$ cat config.mk
export PLATFORM = sky130hd
export DESIGN_NAME = io_mmio_ctrl
export DESIGN_NICKNAME = d
export VERILOG_FILES = /design/src/rtl/io_mmio_ctrl.sv
export SDC_FILE = /design/constraint.sdc
export NUM_CORES = 1
export LEC_CHECK = 0
export ABC_AREA = 1
export BUFFER_PORTS_ARGS = -buffer_cell sky130_fd_sc_hd__buf_2
export CAP_MARGIN = 10
export CORE_MARGIN = 4
export CORE_UTILIZATION = 40
export DETAILED_ROUTE_END_ITERATION = 16
export PLACE_DENSITY_LB_ADDON = 0.15
export SYNTH_ARGS = -nofsm -noshare
export SYNTH_HDL_FRONTEND = slang
export SYNTH_SLANG_ARGS = --single-unit
$ cat constraint.sdc
create_clock -name clk -period 2.6 [get_ports clk]
set_input_delay 0.52 -clock clk [delete_from_list [all_inputs] [get_ports clk]]
set_output_delay 0.52 -clock clk [all_outputs]
set_load 0.005 [all_outputs]
$ cat src/rtl/io_mmio_ctrl.sv
// MMIO peripheral: debounced switches/buttons, LED register and sticky button flags for the CPU.
// Optional button interrupt (CTRL register and irq) is built when IO_BTN_IRQ_EN is defined.
module io_mmio_ctrl #(
    parameter int unsigned DB_LIMIT = 1_000_000,
    parameter int unsigned DB_CNT_W = 20
) (
    input  logic        clk,
    input  logic        reset,
    input  logic [15:0] sw_raw,
    input  logic [4:0]  btn_raw,
    input  logic [3:0]  cpu_addr,
    input  logic        cpu_we,
    input  logic        cpu_re,
    input  logic [31:0] cpu_wdata,
    output logic [31:0] cpu_rdata,
    output logic [15:0] switch,
    output logic [11:0] led,
    output logic        irq
);

    localparam int unsigned NumIn = 21;
    localparam logic [DB_CNT_W-1:0] CntMax = DB_CNT_W'(DB_LIMIT - 1);

    localparam logic [1:0] RegSw   = 2'd0;
    localparam logic [1:0] RegLed  = 2'd1;
    localparam logic [1:0] RegBtn  = 2'd2;
    localparam logic [1:0] RegCtrl = 2'd3;

    logic [NumIn-1:0]    raw;
    logic [NumIn-1:0]    sync1_q, sync2_q;
    logic [NumIn-1:0]    smp_q, smp_d;
    logic [NumIn-1:0]    db_q, db_d;
    logic [NumIn-1:0]    stable;
    logic [DB_CNT_W-1:0] cnt_q, cnt_d;
    logic                tick;
    logic [4:0]          btn_prev_q;
    logic [4:0]          btn_rise, btn_clr;
    logic [4:0]          btn_flags_q, btn_flags_d;
    logic [11:0]         led_q, led_d;
    logic                irq_en;
    logic                irq_q, irq_d;
    logic [1:0]          reg_sel;
    logic                unused_bits;

    assign reg_sel     = cpu_addr[3:2];
    assign unused_bits = ^{cpu_addr[1:0], cpu_wdata[31:12]};

`ifdef IO_BTN_IRQ_EN
    logic irq_en_q, irq_en_d;

    always_comb begin
        irq_en_d = irq_en_q;
        if (cpu_we && reg_sel == RegCtrl) begin
            irq_en_d = cpu_wdata[0];
        end
    end

    always_ff @(posedge clk) begin
        if (reset) begin
            irq_en_q <= 1'b0;
        end else begin
            irq_en_q <= irq_en_d;
        end
    end

    assign irq_en = irq_en_q;
    assign irq_d  = irq_en_d & (|btn_flags_d);
`else
    assign irq_en = 1'b0;
    assign irq_d  = 1'b0;
`endif

    always_comb begin
        raw    = {btn_raw, sw_raw};
        tick   = (cnt_q == CntMax);
        cnt_d  = tick ? '0 : cnt_q + 1'b1;
        smp_d  = tick ? sync2_q : smp_q;
        // A bit only follows the input once two consecutive samples agree.
        stable = ~(sync2_q ^ smp_q);
        db_d   = tick ? ((stable & sync2_q) | (~stable & db_q)) : db_q;

        btn_rise    = db_q[20:16] & ~btn_prev_q;
        btn_clr     = (cpu_we && reg_sel == RegBtn) ? cpu_wdata[4:0] : 5'b0;
        // A new press outranks a same-cycle W1C so no press is lost.
        btn_flags_d = (btn_flags_q & ~btn_clr) | btn_rise;

        led_d = led_q;
        if (cpu_we && reg_sel == RegLed) begin
            led_d = cpu_wdata[11:0];
        end
    end

    always_ff @(posedge clk) begin
        if (reset) begin
            sync1_q     <= '0;
            sync2_q     <= '0;
            cnt_q       <= '0;
            smp_q       <= '0;
            db_q        <= '0;
            btn_prev_q  <= '0;
            btn_flags_q <= '0;
            led_q       <= '0;
            irq_q       <= 1'b0;
        end else begin
            sync1_q     <= raw;
            sync2_q     <= sync1_q;
            cnt_q       <= cnt_d;
            smp_q       <= smp_d;
            db_q        <= db_d;
            btn_prev_q  <= db_q[20:16];
            btn_flags_q <= btn_flags_d;
            led_q       <= led_d;
            irq_q       <= irq_d;
        end
    end

    always_comb begin
        cpu_rdata = 32'h0;
        if (cpu_re) begin
            case (reg_sel)
                RegSw:   cpu_rdata = {16'b0, db_q[15:0]};
                RegLed:  cpu_rdata = {20'b0, led_q};
                RegBtn:  cpu_rdata = {27'b0, btn_flags_q};
                RegCtrl: cpu_rdata = {31'b0, irq_en};
                default: cpu_rdata = 32'h0;
            endcase
        end
    end

    assign switch = db_q[15:0];
    assign led    = led_q;
    assign irq    = irq_q;

endmodule

==> flow_summary.json <==
{
  "critPathArrivalTime_ns": 1.66,
  "vias": 4384,
  "worstPathRequired_ns": 2.08,
  "antenna_found_initial": 0,
  "slew_headroom_pct": 44.5,
  "clock_skew_ns": 0.00676,
  "power_density_nw_per_um2": 731,
  "num_cts_buffers": 17,
  "initial_core_utilization_pct": 41.0,
  "outcome": "complete, no violations",
  "worst_vdd_rail_ir_drop_mv": 0.322,
  "timing.final.max_slew_violations": 0,
  "clock_tree.buffer_depth": 2,
  "worst_setup_hold_path_clk_slew_ns": 0.06,
  "cts_root_buffer": "sky130_fd_sc_hd__clkbuf_16",
  "worstSetupStartpointType": "input port",
  "avgSynthCellArea_um2": 7.55,
  "grt.overflow.total": 0,
  "routed_wire_length_per_instance_um": 12.9,
  "post-route-util_pct": 48.3,
  "min_period_ns": 2.18,
  "drtIter0Drc": 319,
  "synth.ff_latch_count": 126,
  "port_buffers": 82,
  "timing.final.hold_violations": 0,
  "synth.yosys.warnings": 0,
  "end_kind": "output port",
  "fin_nets": 806,
  "insertedDiodeCount": 0,
  "dp_hpwl_mm": 7.98,
  "postCtsSetupRepairBufs": 0,
  "detailed_route_drc_error_count": 0,
  "synth.distinct_cells": 29,
  "cts_hold_repair.buffers": 0,
  "io_pins": 122,
  "clkSinkCount": 126,
  "worstMarginPinSlew_ns": 0.833,
  "first_pass_iteration_count_of_the_detailed_router": 4,
  "power.static_leakage_nw": 2.63,
  "crit_type": "input port to output port",
  "totalNegativeSetupSlack_ns": 0,
  "globalRouteTotalUtil_pct": 16.6,
  "final_min_period_over_clock_period_pct": 83.7,
  "syn-instance-count": 685,
  "seq_area_frac_synth_pct": 48.8,
  "final_layout_size_suffix_gt1_share_pct": 18.2,
  "gpl.final_weighted_congestion": 0.795,
  "vias_in_the_first_global_route": 4068,
  "grt_start_max_net_pins": 81,
  "postRouteWirelength_mm": 12.0,
  "setup-violations-final": 0,
  "coreArea_um2": 12600,
  "post_synth_instance_area_um2": 5170,
  "row_count": 41,
  "cts_repair_resize_count": 0,
  "unrepaired_setup_endpoints_after_global_routing": "false",
  "dieHeight_um": 122,
  "total_power_mw": 4.46,
  "hp-class": "input port to flip-flop",
  "h_tree_depth": 4,
  "worstPathMaxFanout": 10,
  "dieArea_um2": 14800,
  "grt_pass1_wl_mm": 19.4,
  "die_w_um": 122,
  "viasPerCell": 4.72,
  "max_freq_mhz": 460,
  "syn_to_final_growth_pct": 17.9,
  "worstSkewPairLatency_ns": 0.41,
  "drt.antenna.violating_nets": 0,
  "cts_tree": "built",
  "maxCapViolCount": 0,
  "fillCellCount": 1266
}
[report_power, final]
| part | total [mW] | switching [mW] | internal [mW] |
|---|---|---|---|
| clock | 2.30 | 0.868 | 1.43 |
| sequential | 1.99 | 0.0193 | 1.97 |
| combinational | 0.162 | 0.107 | 0.0549 |
| total | 4.46 | 0.995 | 3.46 |
[logic make-up after synthesis]
group	share of synthesized area [%]
AO/OA/AOI/OAI	8.51
XOR/XNOR	1.52
adder cells (fa/ha/maj)	0.242
buffers and inverters	15.3
flip-flops	48.8
other	0.0725
AND/OR/NAND/NOR	25.6
[critical path: stages]
cell and delay, ns:
sky130_fd_sc_hd__buf_2 0.10, sky130_fd_sc_hd__inv_1 0.06, sky130_fd_sc_hd__nand2_1 0.30, sky130_fd_sc_hd__inv_1 0.29, sky130_fd_sc_hd__nand2_1 0.08, sky130_fd_sc_hd__a21oi_1 0.16
sky130_fd_sc_hd__buf_2 0.14
[cells in the mapped netlist]
library cell | count | area, um^2
sky130_fd_sc_hd__o221ai_1 | 4 | 35.0
sky130_fd_sc_hd__o21ai_0 | 12 | 60.1
sky130_fd_sc_hd__ha_1 | 1 | 12.5
sky130_fd_sc_hd__nor2_1 | 87 | 327
sky130_fd_sc_hd__nand2_2 | 2 | 12.5
sky130_fd_sc_hd__nand2_1 | 94 | 353
sky130_fd_sc_hd__nand3_1 | 62 | 310
sky130_fd_sc_hd__inv_2 | 5 | 18.8
sky130_fd_sc_hd__nor3b_1 | 1 | 7.51
sky130_fd_sc_hd__buf_6 | 1 | 11.3
sky130_fd_sc_hd__inv_1 | 100 | 375
sky130_fd_sc_hd__conb_1 | 1 | 3.75
sky130_fd_sc_hd__nand3b_1 | 1 | 7.51
sky130_fd_sc_hd__xnor2_1 | 4 | 35.0
sky130_fd_sc_hd__clkbuf_1 | 14 | 52.6
sky130_fd_sc_hd__a31oi_1 | 2 | 12.5
sky130_fd_sc_hd__buf_2 | 12 | 60.1
sky130_fd_sc_hd__nor2_2 | 2 | 12.5
sky130_fd_sc_hd__dfxtp_1 | 126 | 2520
sky130_fd_sc_hd__xor2_1 | 5 | 43.8
sky130_fd_sc_hd__o21ai_1 | 16 | 80.1
sky130_fd_sc_hd__nor3_1 | 7 | 35.0
sky130_fd_sc_hd__o21bai_1 | 1 | 7.51
sky130_fd_sc_hd__a21oi_1 | 49 | 245
sky130_fd_sc_hd__nand4_1 | 28 | 175
sky130_fd_sc_hd__buf_4 | 36 | 270
sky130_fd_sc_hd__or2_2 | 8 | 50.1
sky130_fd_sc_hd__nor2_4 | 3 | 33.8
sky130_fd_sc_hd__clkinv_1 | 1 | 3.75
[layer usage]
metal	share of wire, %	up-vias	GRT usage (%)
met3	5.7	21	4.22
met4	1.8	0	7.35
met1	48	1996	22.6
li1	-	2238	-
met2	45	129	24.8
met5	0	-	0
[cell usage in the layout (no fill, tap or decap), types with 5 or more instances in the layout]
cell type                      n
sky130_fd_sc_hd__dfxtp_1     126
sky130_fd_sc_hd__inv_1       100
sky130_fd_sc_hd__nand2_1      94
sky130_fd_sc_hd__nor2_1       87
sky130_fd_sc_hd__buf_2        82
sky130_fd_sc_hd__nand3_1      62
sky130_fd_sc_hd__a21oi_1      49
sky130_fd_sc_hd__nand4_1      28
sky130_fd_sc_hd__conb_1       17
sky130_fd_sc_hd__clkbuf_16    17
sky130_fd_sc_hd__o21ai_1      16
sky130_fd_sc_hd__o21ai_0      12
sky130_fd_sc_hd__or2_2         8
sky130_fd_sc_hd__nor3_1        7
sky130_fd_sc_hd__clkinvlp_4    6
sky130_fd_sc_hd__inv_2         5
sky130_fd_sc_hd__xor2_1        5
[through the flow]
step | instances | hold WS (ns) | worst slack, ns | area, um^2
2_1_floorplan | 701 | 0.388 | 0.765 | 5230
6_report | 929 | 0.305 | 0.425 | 6100
3_5_place_dp | 897 | 0.392 | 0.437 | 5520
3_3_place_gp | 897 | 0.392 | 0.464 | 5520
4_1_cts | 929 | 0.294 | 0.429 | 6100
5_1_grt | 929 | 0.292 | 0.233 | 6100
[worst paths after layout]
path                from            end  slack, ns  depth (start not counted)
min reg2reg  sync1_q[14]    sync2_q[14]       0.40                          2
min           sw_raw[11]    sync1_q[11]       0.30                          3
max reg2reg     cnt_q[0]      flip-flop       0.74                          9
max          cpu_addr[2]  cpu_rdata[11]       0.42                          7
[area by class of cell]
type,count,area [um^2],share of cell area (%)
Sequential cell,126,2520,41.4
Multi-Input combinational cell,406,1920,31.5
Timing Repair Buffer,87,460,7.55
Clock buffer,19,443,7.26
Inverter,106,398,6.52
Tap cell,172,215,3.53
Clock inverter,13,141,2.32
No activity file was read; power rests on OpenSTA's default activity.
